$ cat config.mk
export PLATFORM = sky130hd
export DESIGN_NAME = genius_seq_ctrl
export DESIGN_NICKNAME = d
export VERILOG_FILES = /design/src/rtl/genius_seq_ctrl.sv
export SDC_FILE = /design/constraint.sdc
export NUM_CORES = 1
export LEC_CHECK = 0
export CAP_MARGIN = 10
export CORE_MARGIN = 3
export CORE_UTILIZATION = 65
export CTS_CLUSTER_SIZE = 10
export DETAILED_ROUTE_END_ITERATION = 10
export PLACE_DENSITY = 0.83
export SETUP_SLACK_MARGIN = 0.5
export SKIP_LAST_GASP = 1
export SLEW_MARGIN = 40
export SYNTH_ARGS = -nofsm -noshare
export SYNTH_HDL_FRONTEND = slang
export SYNTH_SLANG_ARGS = --single-unit
$ cat constraint.sdc
create_clock -name CLK -period 9.81 [get_ports CLK]
set_clock_uncertainty 0.2 [all_clocks]
set_input_delay 1.962 -clock CLK [delete_from_list [all_inputs] [get_ports CLK]]
set_output_delay 1.962 -clock CLK [all_outputs]
set_load 0.03 [all_outputs]
$ cat src/rtl/genius_seq_ctrl.sv
// Simon-style game sequencer: grows a random colour sequence one step per round,
// plays it on the LEDs and checks the player's presses against it.
module genius_seq_ctrl #(
    parameter int          N         = 64,
    parameter int          T_ON      = 4,
    parameter int          T_OFF     = 2,
    parameter int          T_TIMEOUT = 16,
    parameter logic [15:0] SEED      = 16'hACE1
) (
    input  logic       CLK,
    input  logic       R,
    input  logic       tick,
    input  logic       start,
    input  logic [3:0] btn,
    output logic [3:0] led,
    output logic [5:0] level,
    output logic       busy,
    output logic       win,
    output logic       lose
);

    // state    | meaning
    // IDLE     | waiting for the first start after reset
    // ADD      | append one random colour, bump level (1 clock)
    // SHOW_ON  | LED for step idx lit for T_ON ticks
    // SHOW_OFF | dark gap after step idx for T_OFF ticks
    // WAIT_IN  | comparing player presses against step idx
    // WIN      | full MAX_LEN sequence reproduced
    // LOSE     | wrong press, multi-press or input timeout

    localparam int MAX_LEN = N / 2;
    localparam int T_MAX1  = (T_ON > T_OFF) ? T_ON : T_OFF;
    localparam int T_MAX   = (T_MAX1 > T_TIMEOUT) ? T_MAX1 : T_TIMEOUT;
    localparam int TW      = $clog2(T_MAX + 1);

    typedef enum logic [2:0] {
        IDLE, ADD, SHOW_ON, SHOW_OFF, WAIT_IN, WIN, LOSE
    } state_t;

    state_t        state_q, state_d;
    logic [3:0]    led_q, led_d;
    logic [5:0]    level_q, level_d;
    logic          busy_q, busy_d;
    logic          win_q, win_d;
    logic          lose_q, lose_d;
    logic [N-1:0]  seq_q, seq_d;
    logic [5:0]    idx_q, idx_d;
    logic [TW-1:0] timer_q, timer_d;
    logic [15:0]   lfsr_q, lfsr_d;

    function automatic logic [1:0] step_at(input logic [N-1:0] s, input logic [5:0] i);
        step_at = 2'b00;
        for (int k = 0; k < MAX_LEN; k++) begin
            if (i == 6'(k)) step_at = s[2*k +: 2];
        end
    endfunction

    function automatic logic [3:0] onehot(input logic [1:0] c);
        onehot = 4'b0001 << c;
    endfunction

    always_comb begin
        state_d = state_q;
        led_d   = led_q;
        level_d = level_q;
        seq_d   = seq_q;
        idx_d   = idx_q;
        timer_d = timer_q;
        lfsr_d  = {lfsr_q[14:0], lfsr_q[15] ^ lfsr_q[13] ^ lfsr_q[12] ^ lfsr_q[10]};

        case (state_q)
            IDLE: begin
                led_d = 4'b0000;
                if (start) begin
                    state_d = ADD;
                    level_d = 6'd0;
                end
            end
            ADD: begin
                for (int k = 0; k < MAX_LEN; k++) begin
                    if (level_q == 6'(k)) seq_d[2*k +: 2] = lfsr_q[1:0];
                end
                level_d = level_q + 6'd1;
                idx_d   = 6'd0;
                timer_d = '0;
                state_d = SHOW_ON;
                // step 0 may be the colour being written this very clock
                led_d   = onehot(step_at(seq_d, 6'd0));
            end
            SHOW_ON: begin
                if (tick) begin
                    if (timer_q == TW'(T_ON - 1)) begin
                        timer_d = '0;
                        led_d   = 4'b0000;
                        state_d = SHOW_OFF;
                    end else begin
                        timer_d = timer_q + TW'(1);
                    end
                end
            end
            SHOW_OFF: begin
                led_d = 4'b0000;
                if (tick) begin
                    if (timer_q == TW'(T_OFF - 1)) begin
                        timer_d = '0;
                        if (idx_q == level_q - 6'd1) begin
                            idx_d   = 6'd0;
                            state_d = WAIT_IN;
                        end else begin
                            idx_d   = idx_q + 6'd1;
                            led_d   = onehot(step_at(seq_q, idx_q + 6'd1));
                            state_d = SHOW_ON;
                        end
                    end else begin
                        timer_d = timer_q + TW'(1);
                    end
                end
            end
            WAIT_IN: begin
                led_d = btn;
                if (btn == 4'b0000) begin
                    if (tick) begin
                        if (timer_q == TW'(T_TIMEOUT - 1)) begin
                            timer_d = '0;
                            led_d   = 4'b0000;
                            state_d = LOSE;
                        end else begin
                            timer_d = timer_q + TW'(1);
                        end
                    end
                end else if (btn == onehot(step_at(seq_q, idx_q))) begin
                    // a press in the same cycle as a tick still clears the timer
                    timer_d = '0;
                    if (idx_q == level_q - 6'd1) begin
                        if (level_q == 6'(MAX_LEN)) begin
                            led_d   = 4'b1111;
                            state_d = WIN;
                        end else begin
                            led_d   = 4'b0000;
                            state_d = ADD;
                        end
                    end else begin
                        idx_d = idx_q + 6'd1;
                    end
                end else begin
                    timer_d = '0;
                    led_d   = 4'b0000;
                    state_d = LOSE;
                end
            end
            WIN: begin
                led_d = 4'b1111;
                if (start) begin
                    led_d   = 4'b0000;
                    level_d = 6'd0;
                    state_d = ADD;
                end
            end
            LOSE: begin
                led_d = 4'b0000;
                if (start) begin
                    level_d = 6'd0;
                    state_d = ADD;
                end
            end
            default: begin
                led_d   = 4'b0000;
                state_d = IDLE;
            end
        endcase

        busy_d = (state_d == ADD) || (state_d == SHOW_ON) ||
                 (state_d == SHOW_OFF) || (state_d == WAIT_IN);
        win_d  = (state_d == WIN);
        lose_d = (state_d == LOSE);
    end

    always_ff @(posedge CLK) begin
        if (R) begin
            state_q <= IDLE;
            led_q   <= 4'b0000;
            level_q <= 6'd0;
            busy_q  <= 1'b0;
            win_q   <= 1'b0;
            lose_q  <= 1'b0;
            seq_q   <= '0;
            idx_q   <= 6'd0;
            timer_q <= '0;
            lfsr_q  <= SEED;
        end else begin
            state_q <= state_d;
            led_q   <= led_d;
            level_q <= level_d;
            busy_q  <= busy_d;
            win_q   <= win_d;
            lose_q  <= lose_d;
            seq_q   <= seq_d;
            idx_q   <= idx_d;
            timer_q <= timer_d;
            lfsr_q  <= lfsr_d;
        end
    end

    assign led   = led_q;
    assign level = level_q;
    assign busy  = busy_q;
    assign win   = win_q;
    assign lose  = lose_q;

endmodule

### Word-level counts from Yosys, hierarchy flattened

Index checks and enable logic that the tools add are counted.

| word-level totals | value |
|---|---|
| bits of input ports | 8 |
| register bits | 107 |
| logic and storage cells | 333 |

| operators by class | value |
|---|---|
| shifts and indexed selects | 3 |
| $add $sub $neg | 4 |
| reductions and logical operators | 47 |
| equal/unequal tests | 120 |
| bitwise operators | 3 |
| mux-type cells | 115 |

Operator list:

| operator | number |
|---|---|
| == test 6 x 5 -> 1 bit, second input constant | 48 |
| == test 6 x 4 -> 1 bit, second input constant | 24 |
| two-way mux 2 bit | 72 |
| == test 6 x 3 -> 1 bit, second input constant | 12 |
| AND reduction 2 bit | 33 |
| two-way mux 4 bit | 12 |
| two-way mux 6 bit | 7 |
| == test 6 x 2 -> 1 bit, second input constant | 6 |
| two-way mux 3 bit | 12 |
| two-way mux 5 bit | 7 |
| case mux 4 bit (5 select lines) | 1 |
| case mux 5 bit (4 select lines) | 1 |
| == test 3 bit, second input constant | 6 |
| == test 6 x 1 -> 1 bit, second input constant | 3 |
| zero test 6 bit | 3 |
| case mux 6 bit (3 select lines) | 1 |
| case mux 3 bit (5 select lines) | 1 |
| != test 2 bit, second input constant | 7 |
| adder 6 x 1 -> 6 bit, second input constant | 2 |
| == test 3 x 2 -> 1 bit, second input constant | 4 |
| case mux 6 bit (2 select lines) | 1 |
| left shift 1 x 2 -> 4 bit, first input constant | 3 |
| == test 3 x 1 -> 1 bit, second input constant | 2 |
| == test 6 bit | 1 |
| 19 further kinds | 23 |

### Depth between registers and ports, before layout

| logic depth | value |
|---|---|
| depth after elaboration | 44 |
| gate-level depth with buffers | 17 |

### Least setup slack after synthesis

OpenSTA, ideal clock, no wires.

| timing path | value |
|---|---|
| kind | input to register |
| start | input btn[0] |
| end | register timer_q[2] |
| arrival time | 3.526 ns |
| setup time | 0.070 ns |
| cell stages on the path | 6 |
| setup slack | 6.013 ns |
| data required time | 9.540 ns |
| cells stage by stage | nor4_1 > nand2_1 > o21a_1 > or2_2 > or3b_2 > a21oi_1 |

| between the ends | value |
|---|---|
| cells in the longest elaborated chain, start to end | 3 |

Ends and longest elaborated chain:

| what | RTL line | RTL |
|---|---|---|
| start: declaration | 14 | `input logic [3:0] btn,` |
| zero test 4 bit (*) | 121 | `if (btn == 4'b0000) begin` |
| != test 3 bit (no source line) or two-way mux 5 bit (tied branches) | -- |  |
| AND reduction 4 bit (no source line) or case mux 5 bit (4 select lines) (tied branches) | -- |  |
| end signal: assignment | 199 | `timer_q <= timer_d;` |
| end: declaration | 48 | `logic [TW-1:0] timer_q, timer_d;` |

Every way passes the cells marked *; elsewhere a longest branch is shown, timed or not.
A chain may end at the register's enable or synchronous reset.

### Worst setup path after layout

| timing path | value |
|---|---|
| start | register idx_q[1] |
| end | register idx_q[2] |

| between the ends | value |
|---|---|
| cells in the longest elaborated chain, start to end | 39 |

Ends and longest elaborated chain:

| what | RTL line | RTL |
|---|---|---|
| start: declaration | 47 | `logic [5:0] idx_q, idx_d;` |
| start signal: assignment | 198 | `idx_q <= idx_d;` |
| zero test 6 bit | 54 | `if (i == 6'(k)) step_at = s[2*k +: 2];` |
| two-way mux 2 bit (32 in a row) | 54 |  |
| two-way mux 2 bit | 121 |  |
| two-way mux 2 bit | 71 | `case (state_q)` |
| left shift 1 x 2 -> 4 bit | 59 | `onehot = 4'b0001 << c;` |
| == test 4 bit | 131 | `end else if (btn == onehot(step_at(seq_q, idx_q))) begin` |
| != test 2 bit (no source line) | -- |  |
| AND reduction 6 bit (no source line) | -- |  |

Several ways; a longest one is shown, not always the timed one. The select of a mux whose other input is x is not followed.

==> out/qor.csv <==
metric,value,unit
Crit Path Max Fanout,52,
placed cell area,7381,sq um
clk buf depth,2,
Fin. Hold Viols,0,
WP data arrival,4.62,ns
setup TNS,0,ns
critical path type,reg2reg,
f_max,0.2208,GHz
Chip Width,111.4,um
Int Power,602.9,uW
sequential area share after synthesis,29.68,%
# setup viols final,0,
leakage,0.002547,uW
Worst-Skew Late Latency,0.39,ns
# IOs,21,
Total Wirelength,22760,um
dpl ws,5.252,ns
number of flops mapped to enable cells by yosys,0,
fin nets,1000,
period utilisation layout,46.17,%
P_sw,229.7,uW
Slew Limit Headroom,42.91,%
routability congestion estimate,1.028,
synthesis-to-layout area growth,5.114,%
syn_area_per_cell,7.103,sq um
Cell Pwr Density,109.8,nW/um^2
clk root buf,clkbuf_8,
Period minus WS final,4.530,ns
"most common cell after layout, fill and taps aside",nand2_1,
vias in the first global route,7255,
switching share of power,27.58,%
first-pass GRT wire length,36850,um
final setup margin,5.280,ns
post-CTS setup buffer count,0,
"Gates resized, CTS repair",0,
post-synthesis cell type count,74,
Max VDD drop,0.1095,mV
Yosys warnings,0,
Clock Power Share,33.6,%
pin count of the biggest net entering global routing,53,
Die ar.,12400,sq um
TritonCTS clock tree,yes,
Filler cells,833,
detailed placement HPWL,16040,um
Starting Density,68.37,%
combinational power share,12.1,%
vias,7853,
Num CTS Buffers,9,
post-route design area,7586,sq um
syn_nets,1039,
max-capacitance violation count,0,
Critical Path End Type,flip-flop,
status,completed,
I/O Buffers,20,
DR vias/cell,7.030,
area of the multi-input gates,4654,sq um
ANT cells,0,
startpoint types,flip-flop,
post-route ant nets,0,
DR pass1 iterations,6,
fin cells,1117,
per-cell routed wire length,20.38,um
Sequential Power Share,54.4,%
hold slack,0.2190,ns
cell count after synthesis,1016,
total grt overflow,0,
Tot GR Track Use,35.98,%
"Slew Viols, Final",0,
worst hold-check path type,reg2reg,
drt drc,0,
Tightest Pin Transition,0.8552,ns
share of cells above drive strength 1,6.116,%
most frequent cells in the layout,"148 x nand2_1, 111 x a21oi_1, 107 x dfxtp_1",
Sequential Area,2142,sq um
Post-CTS Hold Fix Bufs,0,
Iter 0 DRT Violations,1062,
core area,10560,sq um
Worst-path clk slew,0.10,ns
Critical Path RT,9.90,ns
Post-synth ARST share,0,%
# rows,37,
RSZ-0062 raised after global routing,false,
CTS sink cnt,107,
level count of the clock H-tree,3,
post-synthesis cell area,7217,sq um
die height,111.4,um
Seq cells post-synth,107,
Most used DFF post-synth,dfxtp_1,
Inst Count DP,1102,
initial antenna violation count,0,
per-layer routing:
metal	vias to the layer above	global-route usage, %	part of all wire (%)
met5	-	0	0
met1	3664	47.85	40
met2	522	56.49	45
met4	0	14.68	3.6
met3	86	8.424	11
li1	3581	-	-
logic make-up after synthesis:
group           count (synthesis)  synth area share [%]
flops                         107                 29.68
fa+ha+maj                      15                 2.601
buf+inv                       116                 6.051
simple gates                  443                 29.75
xor+xnor                       15                 1.820
compound gates                306                 28.10
mux                            14                 1.994
area by class of cell:
type / count / area share (%)
flip-flops and latches: 107 / 28.24
clock inverters: 5 / 0.8082
well taps: 136 / 2.243
clock buffers: 10 / 1.814
multi-input cells: 793 / 61.36
inverters: 32 / 1.583
repair buffers: 34 / 3.958
flip-flops by register name, summed over array words and instances (netlist names):
signal	count
idx_q	6
timer_q	5
state_q	3
led	4
busy	1
seq_q	64
lfsr_q	16
win	1
lose	1
level	6
path summary, 6_finish.rpt:
path | startpoint | endpoint | slack [ns] | cells after the start
setup / recovery | idx_q[1]$_SDFFE_PP0P_ | idx_q[2]$_SDFFE_PP0P_ | 5.28 | 13
hold / removal | lfsr_q[14]$_SDFF_PP0_ | lfsr_q[15]$_SDFF_PP1_ | 0.22 | 1
setup reg to reg | idx_q[1]$_SDFFE_PP0P_ | idx_q[2]$_SDFFE_PP0P_ | 5.28 | 13
hold reg to reg | lfsr_q[14]$_SDFF_PP0_ | lfsr_q[15]$_SDFF_PP1_ | 0.22 | 1
per-stage QoR:
step           util [%]  total power (uW)
3_5_place_dp      69.93             559.4
5_1_grt           71.87             859.0
4_1_cts           71.81             831.0
2_1_floorplan         -             529.6
3_3_place_gp      69.86             556.1
6_report          71.87             832.6
cells in the mapped netlist (6+ instances only):
cell | n | area (sq um)
o22ai_1 | 14 | 87.58
and3_1 | 10 | 62.56
o32ai_1 | 6 | 52.55
o21ai_0 | 36 | 180.2
a21oi_1 | 111 | 555.5
buf_1 | 9 | 33.78
nor2_1 | 77 | 289.0
dfxtp_1 | 107 | 2142
inv_1 | 31 | 116.4
mux2i_1 | 11 | 110.1
a31oi_1 | 8 | 50.05
ha_1 | 15 | 187.7
a211o_1 | 8 | 70.07
o21a_1 | 7 | 52.55
xor2_1 | 9 | 78.83
nand3_1 | 77 | 385.4
a221oi_1 | 11 | 96.34
nor4_1 | 7 | 43.79
a2111oi_0 | 8 | 70.07
a211oi_1 | 13 | 97.59
nand2b_1 | 20 | 125.1
clkbuf_1 | 74 | 277.8
nor3b_1 | 7 | 52.55
xnor2_1 | 6 | 52.55
or2_2 | 13 | 81.33
nor2b_1 | 20 | 125.1
nand3b_1 | 7 | 52.55
nor3_1 | 20 | 100.1
o211ai_1 | 10 | 75.07
nand2_1 | 148 | 555.5
and2_1 | 14 | 87.58
worst max-delay path, stage by stage (launching register included):
cell and delay [ns]:
dfxtp_1 0.66, inv_1 0.13, ha_1 0.20, buf_4 0.29, inv_1 0.49, nand2_1 0.13
a221oi_2 0.26, o22ai_1 0.15, a2111o_1 0.50, a211o_1 0.29, a211o_1 0.38, a21oi_2 0.30
o22ai_1 0.13, a32o_1 0.29
power by group through the flow:
| stage | Combinational [uW] | Clock (uW) | Sequential [uW] |
|---|---|---|---|
| detailed placement | 97.1 | 0 | 462 |
| floorplan | 69.6 | 0 | 460 |
| CTS | 97.7 | 281 | 453 |
| global placement | 94.1 | 0 | 462 |
| finish | 100 | 279 | 453 |
| global route | 107 | 297 | 454 |
(Power assumes the default switching activity.)
==> RTL change (same settings) <==
`T_TIMEOUT`: 16 -> 32.
--- a/src/rtl/genius_seq_ctrl.sv
+++ b/src/rtl/genius_seq_ctrl.sv
@@ -5,5 +5,5 @@
     parameter int          T_ON      = 4,
     parameter int          T_OFF     = 2,
-    parameter int          T_TIMEOUT = 16,
+    parameter int          T_TIMEOUT = 32,
     parameter logic [15:0] SEED      = 16'hACE1
 ) (
Check against the original RTL: same outputs for any inputs over 10 cycles, from zero or initial values; that may be too few to reach the edited logic, so the function may still have changed.
==> RTL change against the unedited design <==
  * Wire length down 5.7%
  * Hold slack better by 0.0058 ns
  * Critical path depth unchanged
  * Area after synthesis up 0.61%
  * Power down 3.4%
  * Sequential cell count up 1
  * Sequential power about the same
  * Setup slack worse by 0.13 ns
  * Final area down 1.6%
  * Critical endpoint is now led[1]
==> RTL change: results (changes against the unedited design) <==
routed via count - 7428 (-5.4%)
port buffer count - 20 (unchanged)
post-cts sizing count - 0 (unchanged)
Post-synth top flop - dfxtp_1
most frequent cells after synthesis - nand2_1 (143), a21oi_1 (127), dfxtp_1 (108), nand3_1 (70), nor2_1 (66)
clock-pin slew of the registers on the worst-case setup and hold paths - 0.10 ns (about the same)
Regs by FF count - seq_q: 64 flops, lfsr_q: 16 flops
CTS Buffer Depth - 2 (unchanged)
DR pass1 iterations - 7 (+1)
global-route wire length before repair - 35100 um (-4.7%)
P_leak - 2.572 nW (+0.96%)
Gate Count Post-Synth - 986 (-3.0%)
dpl ws - 5.100 ns (-0.1529 ns)
Hold Path Class - reg2reg
Finished Layout Cells - 1089 (-2.5%)
Inserted Clock Buffers - 9 (unchanged)
HPWL after DPL - 14810 um (-7.7%)
H-tree depth - 3 (unchanged)
layout cells sized above 1 - 8.604% (+2.5 points)
gr usage total - 34.19% (-1.8 points)
fill cell count - 890 (+6.8%)
clock root cell - clkbuf_8
vias in the first global route - 7014 (-3.3%)
mean routed wirelength per cell - 19.70 um (-3.3%)
post-synthesis cell type count - 89 (+20%)
Synthesized Nets - 1007 (-3.1%)
largest net degree at the start of global routing - 111 (+110%)
initial antenna violation count - 0 (unchanged)
Ys Warns - 0 (unchanged)
Area contributors post-synth - dfxtp_1 (30%), a21oi_1 (8.8%), nand2_1 (7.4%)
Area after DPL - 7264 sq um (-1.6%)
Post-CTS Setup Bufs - 0 (unchanged)
Placer Congestion - 0.9724 (-5.4%)
worst-path maximum fanout - 66 (+27%)
clk_lat worst skew - 0.40 ns
Synth async-reset ratio - 0% (unchanged)
register area share after synthesis - 29.78% (+0.097 points)
outcome - completed
Iter 0 DRT Violations - 1117 (+5.2%)
final instance area - 7461 sq um (-1.6%)
Slew HR - 45.50% (+2.6 points)
VDD IR max - 0.1068 mV (-2.5%)
Crit path arrival time - 4.74 ns (+0.12 ns)
Final #Nets - 969 (-3.1%)
# diodes - 0 (unchanged)
RTL change: critical path: stages, from the launching register on:
cell and delay [ns]:
dfxtp_1 0.59, ha_2 0.25, buf_4 0.53, inv_1 0.32, or3_1 0.41, a221oi_1 0.32
o211ai_1 0.20, o211ai_2 0.15, nand4b_1 0.16, a2111oi_2 0.50, o21ai_2 0.15, nor3_1 0.38
o21ai_0 0.21, o311ai_0 0.15
RTL change: worst paths after layout:
path	cells past startpoint	from	to	slack (ns)
setup / recovery	13	idx_q[0]	led[1]	5.15
hold / removal	1	lfsr_q[4]	lfsr_q[5]	0.22
setup reg to reg	13	idx_q[0]	led[1]	5.15
hold reg to reg	1	lfsr_q[4]	lfsr_q[5]	0.22
RTL change: cell type report:
class	count	area share, %
Multi-Input combinational cell	768	60.89
Sequential cell	108	28.98
Timing Repair Buffer	31	3.807
Tap cell	136	2.281
Clock buffer	12	2.079
Inverter	30	1.509
Clock inverter	4	0.4528
RTL change: cells by family after synthesis:
family          count (synthesis)  share of synthesized area (%)
flops                         108                          29.78
xor+xnor                       13                          1.568
simple gates                  423                          28.85
compound gates                301                          27.18
buf+inv                       110                          7.892
fa+ha+maj                      14                          2.378
mux                            17                          2.361
RTL change: report_power, final:
group | total, W | internal [W] | switching, W
registers | 0.000453 | 0.000446 | 0.00000748
clock network | 0.000266 | 0.000108 | 0.000158
logic | 0.0000850 | 0.0000284 | 0.0000566
RTL change: metal layers:
metal	up-vias	global-route usage [%]	part of all wire, %
li1	3450	-	-
met1	3463	44.88	42
met2	457	53.28	45
met3	58	8.913	10
met4	0	14.52	2.9
met5	-	0	0
